<file path="config.mk">
export PLATFORM = sky130hd
export DESIGN_NAME = rice_inverse_preprocessor
export DESIGN_NICKNAME = d
export VERILOG_FILES = /design/src/rtl/rice_inverse_preprocessor.sv
export SDC_FILE = /design/constraint.sdc
export NUM_CORES = 1
export LEC_CHECK = 0
export ABC_AREA = 1
export CAP_MARGIN = 10
export CORE_MARGIN = 4
export CORE_UTILIZATION = 64
export CTS_CLUSTER_DIAMETER = 200
export DETAILED_ROUTE_END_ITERATION = 8
export PLACE_DENSITY = 0.95
export SYNTH_ARGS = -nofsm -noshare
export SYNTH_HDL_FRONTEND = slang
export SYNTH_SLANG_ARGS = --single-unit
</file>
<file path="constraint.sdc">
create_clock -name clk -period 8.8 [get_ports clk]
set_clock_uncertainty 0.1 [all_clocks]
set_input_delay 0.88 -clock clk [delete_from_list [all_inputs] [get_ports clk]]
set_output_delay 0.88 -clock clk [all_outputs]
set_load 0.01 [all_outputs]
</file>
<file path="src/rtl/rice_inverse_preprocessor.sv">
// rtl/rice_inverse_preprocessor.sv - CCSDS 121.0 inverse mapper with unit-delay predictor
// Rebuilds N-bit samples from mapped residuals and tags reference / block / interval boundaries.
module rice_inverse_preprocessor #(
  parameter int N          = 16,
  parameter int J          = 16,
  parameter int REF_BLOCKS = 4
) (
  input  logic         clk,
  input  logic         reset,
  input  logic         start,
  input  logic         in_valid,
  output logic         in_ready,
  input  logic [N-1:0] in_delta,
  output logic         out_valid,
  input  logic         out_ready,
  output logic [N-1:0] out_sample,
  output logic         out_ref,
  output logic         out_blk_last,
  output logic         out_rsi_last,
  output logic         busy
);

  localparam int SW = (J > 1) ? $clog2(J) : 1;
  localparam int BW = (REF_BLOCKS > 1) ? $clog2(REF_BLOCKS) : 1;
  localparam logic [N-1:0] XMAX = {N{1'b1}};

  typedef enum logic [1:0] {IDLE, RUN, DRAIN} state_t;

  state_t          state, state_next;
  logic [N-1:0]    xp;
  logic [SW-1:0]   samp_cnt;
  logic [BW-1:0]   blk_cnt;

  logic            in_xfer, out_xfer;
  logic            is_ref, samp_max, blk_max;
  logic [N-1:0]    xp_comp, theta, half, err, x;
  logic [N:0]      two_theta;
  logic            low_side;

  always_ff @(posedge clk or negedge reset) begin
    if (!reset) state <= IDLE;
    else        state <= state_next;
  end

  always_comb begin
    state_next = state;
    in_ready   = 1'b0;
    case (state)
      IDLE:  if (start) state_next = RUN;
      RUN: begin
        in_ready = start & (~out_valid | out_ready);
        if (!start) state_next = DRAIN;
      end
      DRAIN: if (!out_valid || out_ready) state_next = IDLE;
      default: state_next = IDLE;
    endcase
  end

  assign in_xfer  = in_valid & in_ready;
  assign out_xfer = out_valid & out_ready;
  assign busy     = (state == RUN) | out_valid;

  assign samp_max = (samp_cnt == SW'(J - 1));
  assign blk_max  = (blk_cnt == BW'(REF_BLOCKS - 1));
  assign is_ref   = (samp_cnt == '0) && (blk_cnt == '0);

  // Sum is taken modulo 2^N: identical to the N+2-bit signed result truncated to N bits.
  always_comb begin
    xp_comp   = XMAX - xp;
    low_side  = (xp <= xp_comp);
    theta     = low_side ? xp : xp_comp;
    two_theta = {theta, 1'b0};
    half      = {1'b0, in_delta[N-1:1]};
    err       = '0;
    if ({1'b0, in_delta} <= two_theta) begin
      if (!in_delta[0]) err = half;
      else              err = '0 - (half + 1'b1);
    end else if (low_side) begin
      err = in_delta - theta;
    end else begin
      err = theta - in_delta;
    end
    x = is_ref ? in_delta : (xp + err);
  end

  always_ff @(posedge clk or negedge reset) begin
    if (!reset) begin
      xp       <= '0;
      samp_cnt <= '0;
      blk_cnt  <= '0;
    end else if (state == IDLE && start) begin
      xp       <= '0;
      samp_cnt <= '0;
      blk_cnt  <= '0;
    end else if (in_xfer) begin
      xp <= x;
      if (samp_max) begin
        samp_cnt <= '0;
        blk_cnt  <= blk_max ? '0 : blk_cnt + 1'b1;
      end else begin
        samp_cnt <= samp_cnt + 1'b1;
      end
    end
  end

  always_ff @(posedge clk or negedge reset) begin
    if (!reset) begin
      out_valid    <= 1'b0;
      out_sample   <= '0;
      out_ref      <= 1'b0;
      out_blk_last <= 1'b0;
      out_rsi_last <= 1'b0;
    end else if (in_xfer) begin
      out_valid    <= 1'b1;
      out_sample   <= x;
      out_ref      <= is_ref;
      out_blk_last <= samp_max;
      out_rsi_last <= samp_max & blk_max;
    end else if (out_xfer) begin
      out_valid    <= 1'b0;
    end
  end

endmodule

</file>
==> results of run 1 <==
cell families (layout without fill, tap and decap cells):
family                   count (synthesis)  after routing  share of synthesized area (%)
AND/OR/NAND/NOR                        320            320                           27.5
AO/OA/AOI/OAI                          144            144                           17.5
buffers and inverters                  116            149                           9.63
adder cells (fa/ha/maj)                 61             61                           16.2
flip-flops                              44             44                           23.0
XOR/XNOR                                34             34                           6.21
power by group:
group | total, mW | internal, mW | switching, mW
Clock | 0.146 | 0.0815 | 0.0648
Sequential | 0.301 | 0.257 | 0.0437
Combinational | 1.14 | 0.438 | 0.706
critical path: stages:
cell and delay (ps):
sky130_fd_sc_hd__clkdlybuf4s50_1 560, sky130_fd_sc_hd__ha_1 380, sky130_fd_sc_hd__nand3_1 90, sky130_fd_sc_hd__nor3_1 410
sky130_fd_sc_hd__nand2_1 90, sky130_fd_sc_hd__nor2_1 130, sky130_fd_sc_hd__nand3b_1 110, sky130_fd_sc_hd__nand2_1 450
sky130_fd_sc_hd__o21ai_0 170, sky130_fd_sc_hd__o21ai_1 120, sky130_fd_sc_hd__ha_1 210, sky130_fd_sc_hd__inv_1 60
sky130_fd_sc_hd__fa_1 400, sky130_fd_sc_hd__inv_1 70, sky130_fd_sc_hd__nand3_1 90, sky130_fd_sc_hd__a21oi_1 170
sky130_fd_sc_hd__nor2_1 70, sky130_fd_sc_hd__inv_1 90, sky130_fd_sc_hd__nand2_1 70, sky130_fd_sc_hd__nand2_1 60
sky130_fd_sc_hd__nand2_1 40, sky130_fd_sc_hd__nand2_1 80, sky130_fd_sc_hd__a21boi_0 150, sky130_fd_sc_hd__o21ai_0 270
sky130_fd_sc_hd__a21boi_0 130, sky130_fd_sc_hd__o21ai_0 120, sky130_fd_sc_hd__nand3_1 110
per-stage QoR:
step	hold slack [ps]	instance area, µm²	cells	setup WS, ps	power [mW]
finish	365	5360	851	3260	1.59
global route	412	5360	851	2830	1.74
CTS	366	5360	851	3370	1.57
detailed placement	355	5260	845	3140	1.40
global placement	346	5260	845	3190	1.37
floorplan	328	4790	719	4220	1.10
worst max-delay path by stage:
| stage | startpoint | to | slack [ps] | depth (start not counted) |
|---|---|---|---|---|
| after floorplan | xp[15]$_DFFE_PN0P_ | out_sample[12]$_DFFE_PN0P_ | 4220 | 32 |
| after global placement | in_delta[12] | out_sample[12]$_DFFE_PN0P_ | 3190 | 27 |
| after detailed placement | in_delta[12] | xp[12]$_DFFE_PN0P_ | 3140 | 27 |
| after CTS | in_delta[12] | out_sample[12]$_DFFE_PN0P_ | 3370 | 27 |
| after global routing | in_delta[0] | xp[12]$_DFFE_PN0P_ | 2830 | 25 |
| final | in_delta[13] | xp[12]$_DFFE_PN0P_ | 3260 | 27 |
state kept, by name, summed over array words and instances (netlist names):
register	cells
blk_cnt	2
out_blk_last	1
out_ref	1
out_rsi_last	1
out_sample	16
out_valid	1
samp_cnt	4
state	2
xp	16
layout make-up:
class | count | area, µm²
multi-input cells | 559 | 3230
clock inverters | 1 | 30.0
well taps | 99 | 124
flip-flops and latches | 44 | 1100
fillers | 578 | 1900
clock buffers | 5 | 68.8
inverters | 99 | 372
repair buffers | 44 | 430
layout by cell type (no fill, tap or decap), drive strengths merged, types with 23 or more instances in the layout:
cell           instances
nand2                211
inv                   99
o21ai                 61
ha                    59
nor2                  48
a21oi                 45
dfrtp                 44
nand3                 43
clkdlybuf4s50         41
xnor2                 23
per-layer routing:
layer,track usage [%],part of all wire [%],up-vias
li1,-,-,2413
met1,42.9,43,2311
met2,51.7,46,274
met3,3.43,8.4,37
met4,11.2,2.8,0
met5,0,0,-
==> results.cfg, run 1 <==
[clock_tree]
tritoncts_clock_tree = done
clk_transition_reported_paths_ps = 70
post-cts-setup-buffer-count = 0
cts-htree-levels = 2
clock_latency_ps = 300
numCtsBuffers = 5
clock-sinks = 44
cts_root_buf = sky130_fd_sc_hd__clkbuf_8
cts_resized = 0
holdBufCountCts = 0
ctsLongestPathBuffers = 2

[min_path]
min_delay_path_class = reg2reg
worst_hold_path.num_cells = 1
timing.hold.worst_endpoint = state[0]$_DFFE_PN0P_
hold_startpoint = state[1]$_DFFE_PN0P_

[timing]
setup_violations = 0
hold_violations = 0
timing.final.crit_share_pct = 63.0
fin_setup_tns_ps = 0
slew_headroom_pct = 36.2
max_clock_freq_mhz = 180
rsz_0062_raised_after_global_routing = false
min_period_ps = 5540
maxSlewViolCount = 0
measured_slew_at_the_worst_slew_check_pin_ps = 957

[logic_synthesis]
synth-seq-area-share_pct = 23.0
postSynth.asyncResetShare_pct = 100
mappedNetlistArea_um2 = 4790
synth.top_cells.by_area = sky130_fd_sc_hd__dfrtp_1, sky130_fd_sc_hd__nand2_1, sky130_fd_sc_hd__ha_1
post-synth-top-count-cell = sky130_fd_sc_hd__nand2_1
yosysUniqueCellTypes = 44
ys_warns = 0
synthTopCellsByCount = sky130_fd_sc_hd__nand2_1, sky130_fd_sc_hd__inv_1, sky130_fd_sc_hd__ha_1
synth_seq_cells = 44
synthesis.nets = 801
ys_dominant_reg_cell = sky130_fd_sc_hd__dfrtp_1
synth.avg_cell_area_um2 = 6.67
synth.top_cell.area_share_pct = 23.0
synth-edff-count = 0
postSynthCellCount = 719
synth.largest_area_cell = sky130_fd_sc_hd__dfrtp_1

[power_and_ir_drop]
ir_drop_mv = 0.252
total_leakage_power_nw = 2.87
cellPowerDensity_nw_per_um2 = 297

[routing]
routed-via-count = 5035
route.final.wire_length_um = 13500
avgRoutedWirePerCell_um = 15.9
initialDrtViolationCount = 419
avgViaCountPerCell = 5.92
ant_nets = 0
first_pass_iters = 7
drc = 0

[grt]
grt_usage_pct = 31.4
pin_count_of_the_biggest_net_entering_global_routing = 45
global_route_wire_length_before_repair_um = 22600
initial_antenna_violation_count = 0
grt_pass1_vias = 4810
total_global_routing_overflow = 0

[die]
fp.coreArea_um2 = 7250
start_util_pct = 66.1
rows = 31
floorplan.io_pins = 43
die-area_um2 = 8940
chipWidth_um = 94.6
fp.dieH_um = 94.6

[worst_setup_path]
critical_path.reg2reg.startpoint = xp[15]$_DFFE_PN0P_
critical_path_peak_fanout = 21
crit_arrival_ps = 5600
required_ps = 8860
crit_path_end_kind = flop
rr_worst_depth = 29
reg2reg_to = xp[12]$_DFFE_PN0P_
setup.reg_to_reg.worst_slack_ps = 3430
criticalPathCategory = in2reg
crit_path_start_kind = input pin

[final_layout]
layout-area-overhead-vs-synth_pct = 11.7
final_layout_size_suffix_gt1_share_pct = 3.59
nets = 835
layout.core_utilization_pct = 73.9
insertedDiodeCount = 0

[placed_design]
numPortBuffers = 42
globalplace.congestion = 0.933
dpl.hpwl_um = 10500

[job]
maxCapViolations = 0

[run_status]
result_of_the_run = complete, no violations
Note: power is estimated with default switching activity, not from simulation.
==> inputs of run 2 (changes only) <==
CORE_UTILIZATION = 60   (was 64)
PLACE_DENSITY = 0.93   (was 0.95)
clock period = 5.45 ns   (was 8.8 ns; I/O delays follow)
==> results.cfg, run 2 (same netlist as run 1, synthesis figures left out) <==
[worst_setup_path]
crit_path_start_kind = flop
critical_path_peak_fanout = 23
timing.critical_path.slowest_cell_delay_ps = 450
crit_top_cell = sky130_fd_sc_hd__nand2_1
criticalPathCategory = reg2reg
required_ps = 5510
critical_path.reg2reg.startpoint = xp[15]$_DFFE_PN0P_
setup.worst_path.start = xp[15]$_DFFE_PN0P_
reg2reg_to = xp[12]$_DFFE_PN0P_
cpMaxStageDelayCell = sky130_fd_sc_hd__dfrtp_1
crit_arrival_ps = 5070
rr_worst_depth = 28
setup.reg_to_reg.worst_slack_ps = 440
crit_path_end_kind = flop

[timing]
measured_slew_at_the_worst_slew_check_pin_ps = 961
min_period_ps = 5010
rsz_0062_raised_after_global_routing = false
max_clock_freq_mhz = 200
maxSlewViolCount = 0
timing.final.crit_share_pct = 91.8
slew_headroom_pct = 35.9
hold_violations = 0
fin_setup_tns_ps = 0
setup_violations = 0

[routing]
avgRoutedWirePerCell_um = 15.3
wl_met3_um = 1190
route.final.wire_length_um = 13200
routed-via-count = 4987
initialDrtViolationCount = 320
drt-met1-wl_um = 5660
drc = 0
highest_layer = met4
avgViaCountPerCell = 5.80
routed_met2_length_um = 6010
ant_nets = 0
first_pass_iters = 5

[power_and_ir_drop]
cellPowerDensity_nw_per_um2 = 470
ir_drop_mv = 0.393
total_leakage_power_nw = 2.88

[die]
floorplan.io_pins = 43
chipWidth_um = 97.4
fp.coreArea_um2 = 7770
fp.dieH_um = 97.4
start_util_pct = 61.7
die-area_um2 = 9480
rows = 32

[grt]
grt_usage_pct = 28.1
pin_count_of_the_biggest_net_entering_global_routing = 45
global_route_wire_length_before_repair_um = 22500
total_global_routing_overflow = 0
initial_antenna_violation_count = 0
grt_pass1_vias = 4822

[clock_tree]
cts-htree-levels = 2
cts_root_buf = sky130_fd_sc_hd__clkbuf_8
clock-sinks = 44
clock_latency_ps = 300
clk_transition_reported_paths_ps = 80
cts_resized = 0
numCtsBuffers = 5
tritoncts_clock_tree = done
post-cts-setup-buffer-count = 0
holdBufCountCts = 0
ctsLongestPathBuffers = 2

[final_layout]
reg_top3 = out_sample: 16 flops, xp: 16 flops, samp_cnt: 4 flops
layout.core_utilization_pct = 69.2
layout-area-overhead-vs-synth_pct = 12.2
insertedDiodeCount = 0
layoutNonFillerInstCount = 860
nets = 840
most-common-layout-cells = sky130_fd_sc_hd__nand2_1, sky130_fd_sc_hd__inv_1, sky130_fd_sc_hd__ha_1
final_layout_size_suffix_gt1_share_pct = 4.22
leading_cell_type_in_the_layout_fill_and_taps_excluded = sky130_fd_sc_hd__nand2_1

[min_path]
min_delay_path_class = in2async

[placed_design]
globalplace.congestion = 0.976
dpl.hpwl_um = 10500
numPortBuffers = 42
placed_cells_incl_taps = 853

[job]
maxCapViolations = 0

[run_status]
result_of_the_run = complete, no violations
[run 2: worst max-delay path by stage]
stage	depth (start not counted)	to
after floorplan	32	out_sample[12]$_DFFE_PN0P_
after global placement	24	out_sample[12]$_DFFE_PN0P_
after detailed placement	27	xp[12]$_DFFE_PN0P_
after CTS	28	xp[12]$_DFFE_PN0P_
after global routing	25	xp[12]$_DFFE_PN0P_
final	28	xp[12]$_DFFE_PN0P_
[run 2: power breakdown]
part / total (mW) / internal, mW / switching, mW
clock network: 0.191 / 0.0872 / 0.104
logic: 1.86 / 0.716 / 1.14
registers: 0.482 / 0.415 / 0.0667
total: 2.53 / 1.22 / 1.31
[run 2: through the flow]
step	hold WS [ps]	total power [mW]	cell area (µm²)	worst slack (ps)
finish	291	2.53	5380	444
global route	359	2.77	5380	58.2
CTS	328	2.49	5380	558
detailed placement	355	2.29	5300	446
global placement	343	2.22	5300	483
floorplan	149	1.78	4790	875
[run 2: final cells by class]
type	count	area (µm²)
inverter	99	372
timing repair buffer	49	468
tap	102	128
clock buffer	6	72.6
multi-input combinational	559	3230
clock inverter	1	5.00
fill	662	2390
sequential	44	1100
[run 2: worst max-delay path: cells and delay by family, from the launching register on]
kind,cells,cell delay (ps)
AOI/OAI and AO/OA,7,1020
xor gates and xnor gates,1,220
adders and majority gates,3,970
buffers and inverters,4,570
DFF,1,450
and+or+nand+nor,13,1580
[run 2: routing by layer]
| layer | global-route usage (%) | up-vias |
|---|---|---|
| li1 | - | 2421 |
| met1 | 38.7 | 2255 |
| met2 | 45.6 | 272 |
| met3 | 4.45 | 39 |
| met4 | 8.31 | 0 |
| met5 | 0 | - |
